`src/rtl/mem_access_pkg.sv`:
```
// Shared funct3 codes, FSM encoding and request-legality helper for mem_access_arb.
// Pure declarations: no latency, no flow control.
package mem_access_pkg;

  localparam logic [2:0] F3_B  = 3'b000;
  localparam logic [2:0] F3_H  = 3'b001;
  localparam logic [2:0] F3_W  = 3'b010;
  localparam logic [2:0] F3_BU = 3'b100;
  localparam logic [2:0] F3_HU = 3'b101;

  typedef enum logic [2:0] {
    IDLE     = 3'd0,
    RESP_IF  = 3'd1,
    RESP_LD  = 3'd2,
    RESP_ST  = 3'd3,
    RESP_ERR = 3'd4
  } state_t;

  // Load/store attributes that must survive into the response cycle.
  typedef struct packed {
    logic [1:0] off;
    logic [2:0] funct3;
  } ls_cap_t;

  function automatic logic ls_req_err(input logic       we,
                                      input logic [2:0] funct3,
                                      input logic [1:0] off);
    logic illegal;
    logic misal;
    illegal = 1'b0;
    misal   = 1'b0;
    case (funct3)
      F3_B:          illegal = 1'b0;
      F3_H:          illegal = 1'b0;
      F3_W:          illegal = 1'b0;
      F3_BU, F3_HU:  illegal = we;
      default:       illegal = 1'b1;
    endcase
    if (funct3[1:0] == 2'b01) misal = off[0];
    if (funct3[1:0] == 2'b10) misal = (off != 2'b00);
    return illegal | misal;
  endfunction

endpackage

```
`src/rtl/mem_access_arb_ld_extend.sv`:
```
// Aligns the addressed byte/half/word out of a read word and sign/zero-extends it.
// Combinational, no flow control; unknown funct3 yields zero.
module ld_extend
  import mem_access_pkg::*;
#(
  parameter int XLEN = 32
) (
  input  logic [XLEN-1:0] word_i,
  input  logic [1:0]      offset_i,
  input  logic [2:0]      funct3_i,
  output logic [XLEN-1:0] ext_o
);

  logic [7:0]  byte_sel;
  logic [15:0] half_sel;

  always_comb begin
    byte_sel = word_i[{offset_i, 3'b000} +: 8];
    half_sel = offset_i[1] ? word_i[31:16] : word_i[15:0];
    ext_o    = '0;
    case (funct3_i)
      F3_B:    ext_o = {{(XLEN-8){byte_sel[7]}}, byte_sel};
      F3_BU:   ext_o = {{(XLEN-8){1'b0}}, byte_sel};
      F3_H:    ext_o = {{(XLEN-16){half_sel[15]}}, half_sel};
      F3_HU:   ext_o = {{(XLEN-16){1'b0}}, half_sel};
      F3_W:    ext_o = word_i;
      default: ext_o = '0;
    endcase
  end

endmodule

```
`src/rtl/mem_access_arb.sv`:
```
// Fetch/LSU arbiter onto one 1-cycle sync-read memory port; response 1 cycle after accept, 1 access/cycle.
// No backpressure: LSU always wins, fetch accepted only when LSU idle; optional MEM_PERF_CNT_EN counters.
module mem_access_arb
  import mem_access_pkg::*;
#(
  parameter int ADDR_W = 8,
  parameter int XLEN   = 32
) (
  input  logic              clk,
  input  logic              rst_n,
  input  logic              if_valid,
  input  logic [XLEN-1:0]   if_pc,
  output logic              if_ready,
  output logic              if_rvalid,
  output logic [XLEN-1:0]   if_instr,
  input  logic              ls_valid,
  input  logic              ls_we,
  input  logic [XLEN-1:0]   ls_addr,
  input  logic [XLEN-1:0]   ls_wdata,
  input  logic [2:0]        ls_funct3,
  output logic              ls_ready,
  output logic              ls_rvalid,
  output logic [XLEN-1:0]   ls_rdata,
  output logic              ls_err,
  output logic [ADDR_W-1:0] mem_address,
  output logic [XLEN-1:0]   mem_w_data,
  output logic [3:0]        mem_masking,
  output logic              mem_we_re,
  input  logic [XLEN-1:0]   mem_r_data
`ifdef MEM_PERF_CNT_EN
  ,
  output logic [31:0]       fetch_cnt,
  output logic [31:0]       load_cnt,
  output logic [31:0]       store_cnt,
  output logic [31:0]       conflict_cnt
`endif
);

  logic ls_acc;
  logic if_acc;
  logic ls_err_req;
  logic st_ok;
  logic ld_ok;

  logic [3:0]      lane_mask;
  logic [XLEN-1:0] lane_data;
  logic [XLEN-1:0] ld_ext;

  state_t  state_q, state_d;
  ls_cap_t cap_q, cap_d;
  logic    if_rvalid_q;
  logic    ls_rvalid_q;
  logic    ls_err_q;

  // Gating with rst_n keeps every request-side output at 0 during reset,
  // so a store presented in the reset cycle can never reach the memory.
  assign ls_acc     = rst_n & ls_valid;
  assign if_acc     = rst_n & if_valid & ~ls_valid;
  assign ls_err_req = ls_req_err(ls_we, ls_funct3, ls_addr[1:0]);
  assign st_ok      = ls_acc & ls_we & ~ls_err_req;
  assign ld_ok      = ls_acc & ~ls_we & ~ls_err_req;

  assign if_ready = if_acc;
  assign ls_ready = ls_acc;

  always_comb begin
    lane_mask = 4'b1111;
    lane_data = ls_wdata;
    case (ls_funct3[1:0])
      2'b00: begin
        lane_mask = 4'b0001 << ls_addr[1:0];
        lane_data = {4{ls_wdata[7:0]}};
      end
      2'b01: begin
        lane_mask = 4'b0011 << ls_addr[1:0];
        lane_data = {2{ls_wdata[15:0]}};
      end
      default: begin
        lane_mask = 4'b1111;
        lane_data = ls_wdata;
      end
    endcase
  end

  always_comb begin
    mem_address = '0;
    mem_w_data  = '0;
    mem_masking = '0;
    mem_we_re   = 1'b0;
    if (ls_acc) begin
      mem_address = ls_addr[ADDR_W+1:2];
      mem_w_data  = lane_data;
    end else if (if_acc) begin
      mem_address = if_pc[ADDR_W+1:2];
    end
    if (st_ok) begin
      mem_masking = lane_mask;
      mem_we_re   = 1'b1;
    end
  end

  always_comb begin
    state_d = IDLE;
    cap_d   = cap_q;
    if (ls_acc) begin
      if (ls_err_req)  state_d = RESP_ERR;
      else if (ls_we)  state_d = RESP_ST;
      else             state_d = RESP_LD;
      cap_d = '{off: ls_addr[1:0], funct3: ls_funct3};
    end else if (if_acc) begin
      state_d = RESP_IF;
    end
  end

  always_ff @(posedge clk or negedge rst_n) begin
    if (!rst_n) begin
      state_q     <= IDLE;
      cap_q       <= '0;
      if_rvalid_q <= 1'b0;
      ls_rvalid_q <= 1'b0;
      ls_err_q    <= 1'b0;
    end else begin
      state_q     <= state_d;
      cap_q       <= cap_d;
      if_rvalid_q <= (state_d == RESP_IF);
      ls_rvalid_q <= (state_d == RESP_LD) || (state_d == RESP_ST) || (state_d == RESP_ERR);
      ls_err_q    <= (state_d == RESP_ERR);
    end
  end

  ld_extend #(.XLEN(XLEN)) u_ld_extend (
    .word_i   (mem_r_data),
    .offset_i (cap_q.off),
    .funct3_i (cap_q.funct3),
    .ext_o    (ld_ext)
  );

  assign if_rvalid = if_rvalid_q;
  assign if_instr  = if_rvalid_q ? mem_r_data : '0;
  assign ls_rvalid = ls_rvalid_q;
  assign ls_err    = ls_err_q;
  assign ls_rdata  = (state_q == RESP_LD) ? ld_ext : '0;

  // Address bits above the memory depth wrap and are deliberately dropped.
  logic unused_addr_bits;
  assign unused_addr_bits = ^{if_pc[XLEN-1:ADDR_W+2], if_pc[1:0], ls_addr[XLEN-1:ADDR_W+2]};

`ifdef MEM_PERF_CNT_EN
  logic [31:0] fetch_cnt_q, load_cnt_q, store_cnt_q, conflict_cnt_q;

  always_ff @(posedge clk or negedge rst_n) begin
    if (!rst_n) begin
      fetch_cnt_q    <= '0;
      load_cnt_q     <= '0;
      store_cnt_q    <= '0;
      conflict_cnt_q <= '0;
    end else begin
      if (if_acc)               fetch_cnt_q    <= fetch_cnt_q + 32'd1;
      if (ld_ok)                load_cnt_q     <= load_cnt_q + 32'd1;
      if (st_ok)                store_cnt_q    <= store_cnt_q + 32'd1;
      if (if_valid && ls_valid) conflict_cnt_q <= conflict_cnt_q + 32'd1;
    end
  end

  assign fetch_cnt    = fetch_cnt_q;
  assign load_cnt     = load_cnt_q;
  assign store_cnt    = store_cnt_q;
  assign conflict_cnt = conflict_cnt_q;
`else
  logic unused_ld_ok;
  assign unused_ld_ok = ld_ok;
`endif

endmodule

```
`config.mk`:
```
export PLATFORM = sky130hd
export DESIGN_NAME = mem_access_arb
export DESIGN_NICKNAME = d
export VERILOG_FILES = /design/src/rtl/mem_access_pkg.sv /design/src/rtl/mem_access_arb_ld_extend.sv /design/src/rtl/mem_access_arb.sv
export SDC_FILE = /design/constraint.sdc
export NUM_CORES = 1
export LEC_CHECK = 0
export CAP_MARGIN = 10
export CORE_AREA = 2 2 96 98
export CTS_CLUSTER_SIZE = 30
export DETAILED_ROUTE_END_ITERATION = 10
export DIE_AREA = 0 0 98 100
export GPL_TIMING_DRIVEN = 0
export PLACE_DENSITY = 0.82
export SLEW_MARGIN = 15
export SYNTH_ARGS = -nofsm -noshare
export SYNTH_HDL_FRONTEND = slang
export SYNTH_HIERARCHICAL = 1
export SYNTH_SLANG_ARGS = --single-unit
```
`constraint.sdc`:
```
create_clock -name clk -period 2.3 [get_ports clk]
set_clock_uncertainty 0.1 [all_clocks]
set_input_delay 0.46 -clock clk [delete_from_list [all_inputs] [get_ports clk]]
set_output_delay 0.46 -clock clk [all_outputs]
set_load 0.02 [all_outputs]
```
==> impl_metrics.env <==
export IMPL_relSlewSlack_pct=68.0
export IMPL_grt_max_degree=13
export IMPL_drtIter0Drc=131
export IMPL_status="complete, but fails checks"
export IMPL_drt_pass1_iterations=4
export IMPL_cts_tree="yes"
export IMPL_setup_viol=32
export IMPL_chipWidth_um=98
export IMPL_synth_seq_area_share_pct=11.4
export IMPL_critical_path_class="reg -> out"
export IMPL_nets=694
export IMPL_drv_slew=0
export IMPL_netlist_area_leader_share_pct=17.5
export IMPL_hold_slack_ns=0.430
export IMPL_netlist_instances=329
export IMPL_synth_edf_count=0
export IMPL_synth_xor_area_share_pct=0.361
export IMPL_core_area_um2=8890
export IMPL_final_common_cell="clkdlybuf4s50_1"
export IMPL_layout_cells_non_filler=668
export IMPL_min_period_ns=2.49
export IMPL_cts_sinks=11
export IMPL_areaGrowthSynthToFinish_pct=107
export IMPL_end_kind="output pin"
export IMPL_syn_nets=465
export IMPL_diodes=0
export IMPL_place_gp_congestion=0.944
export IMPL_vias=3530
export IMPL_p_leak_uw=0.00240
export IMPL_antenna_found_initial=0
export IMPL_final_util_pct=56.5
export IMPL_netlist_area_um2=2420
export IMPL_fin_ws_ns=-0.188
export IMPL_cts_inserted_buffers=3
export IMPL_drive_above_1_share_pct=30.9
export IMPL_drtAntennaViolNets=0
export IMPL_rows=35
export IMPL_dieArea_um2=9800
export IMPL_ys_top_cells_by_area="and2_1, dfrtp_1, mux2i_1"
export IMPL_h_tree_depth=1
export IMPL_yosysWarnings=6
export IMPL_vdd_ir_drop_max_mv=0.152
export IMPL_synth_compound_area_share_pct=23.0
export IMPL_tightest_slew_ns=0.480
export IMPL_nFillCells=809
export IMPL_ys_flop_type="dfrtp_1"
export IMPL_critical_path_peak_fanout=6
export IMPL_clk_latency_ns=0.23
export IMPL_overflow=0
export IMPL_clk_pin_slew_ns=0.05
export IMPL_fin_tns_setup_ns=-3.94
export IMPL_finalHoldViolCount=0
export IMPL_initial_core_util_pct=27.3
export IMPL_layout_common_cells="clkdlybuf4s50_1, and2_1, dlygate4sd2_1, buf_6, nand2_1"
export IMPL_synthAdderAreaFrac_pct=0
export IMPL_cp_start_kind="flop"
export IMPL_root_buffer="clkbuf_8"
export IMPL_failed_checks="negative setup slack"
export IMPL_synthDistinctLibCells=45
export IMPL_fp_dieH_um=100
export IMPL_yosys_area_share_simple_pct=39.3
export IMPL_muxShareOfSynthArea_pct=17.9
export IMPL_wirelength_um=11700
export IMPL_cts_max_path_buffers=2
export IMPL_dpl_hpwl_um=8690
export IMPL_fmax_mhz=402
export IMPL_place_inst=640
export IMPL_drv_cap=0
export IMPL_rsz0062_at_grt="yes"
export IMPL_cellPowerDensity_nw_per_um2=310
export IMPL_grt_pass1_wl_um=17200
export IMPL_grt_pass1_vias=3417
export IMPL_fin_crit_sh_pct=108
export IMPL_syn_avg_cell_area_um2=7.37
export IMPL_route_detailed_drc=0
export IMPL_ys_ff_latch=11
export IMPL_vias_per_cell=5.28
export IMPL_grt_use_total_pct=21.4
export IMPL_synth_top_family_by_area="simple AND/OR/NAND/NOR gates"
export IMPL_wl_per_cell_um=17.6
export IMPL_async_flop_share_pct=100
export IMPL_port_buffers=200
export IMPL_synth_area_leader_cell="and2_1"
export IMPL_worstPathArrival_ns=1.93
export IMPL_critical_path_required_ns=1.74
export IMPL_io_pins=250
export IMPL_hp_class="reg -> reg"
critical path: stages, from the launching register on:
cell and delay (ns):
dfrtp_2 0.43, mux2_4 0.32, a22oi_4 0.34, buf_6 0.19, o221ai_4 0.11, and2_4 0.17
buf_6 0.12
synth_stat cells, types with 5 or more instances:
cell type / number
and2_1: 68
nand2_1: 31
nor2_1: 24
mux2i_1: 22
nand3_1: 17
o211ai_1: 16
clkbuf_1: 15
a22o_1: 13
o21ai_0: 12
a21oi_1: 11
dfrtp_1: 11
mux2_2: 11
and3_1: 8
buf_2: 7
nor3_1: 7
o221ai_1: 7
buf_4: 6
a221o_1: 5
per-layer routing:
layer  vias to the layer above  global-route usage (%)  routed length [um]
li1                       1636                       -                   -
met1                      1625                    24.4                4220
met2                       232                    39.1                5870
met3                        37                    4.53                1150
met4                         0                    8.55                 485
met5                         -                       0                   0
cell type report:
type	instances	area, um^2	area share, %
Tap cell	111	139	2.77
Multi-Input combinational cell	282	2140	42.5
Timing Repair Buffer	225	2170	43.2
Clock buffer	4	45.0	0.897
Inverter	4	20.0	0.399
Buffer	31	231	4.61
Sequential cell	11	282	5.61
path summary, 6_finish.rpt:
kind	cells after the start	slack (ns)	to	startpoint
max in group asynchronous	2	1.08	if_rvalid	rst_n
hold / removal	2	0.43	cap_q[2]	cap_q[2]
setup reg to reg	3	1.42	cap_q[1]	cap_q[1]
hold reg to reg	2	0.43	cap_q[2]	cap_q[2]
min in group asynchronous	2	0.57	ls_rvalid	rst_n
setup / recovery	6	-0.19	ls_rdata[9]	cap_q[3]
sequential cells by signal, summed over array words and instances, names as in the netlist:
signal,cells
cap_q,5
state_q,3
if_rvalid,1
ls_err,1
ls_rvalid,1
per-stage QoR:
step | total power [uW] | setup slack, ns | area, um^2
floorplan | 757 | 0.219 | 2420
global placement | 1160 | -1.21 | 4570
detailed placement | 1180 | -1.23 | 4570
CTS | 1450 | -0.146 | 4810
global route | 1640 | -0.225 | 5020
finish | 1560 | -0.188 | 5020
where the power goes:
group	internal (uW)	leakage (uW)	switching [uW]
sequential	212	0.000135	20.1
combinational	579	0.00224	562
clock	121	0.0000228	64.3
logic make-up (layout without fill, tap and decap cells):
kind of cell    count (synthesis)  after routing
flops                          11             11
mux                            38             38
buf+inv                        36            264
simple gates                  171            171
compound gates                 72             72
xor+xnor                        1              1
what timing repair did:
action	CTS	global route
setup buffers	16	5
setup endpoints to repair	111	70
pin swaps	5	5
hold buffers	2	0
endpoints found under the hold margin	2	0
resized for setup	348	77
cloned	2	0
Power figures use the tool's default switching activity.
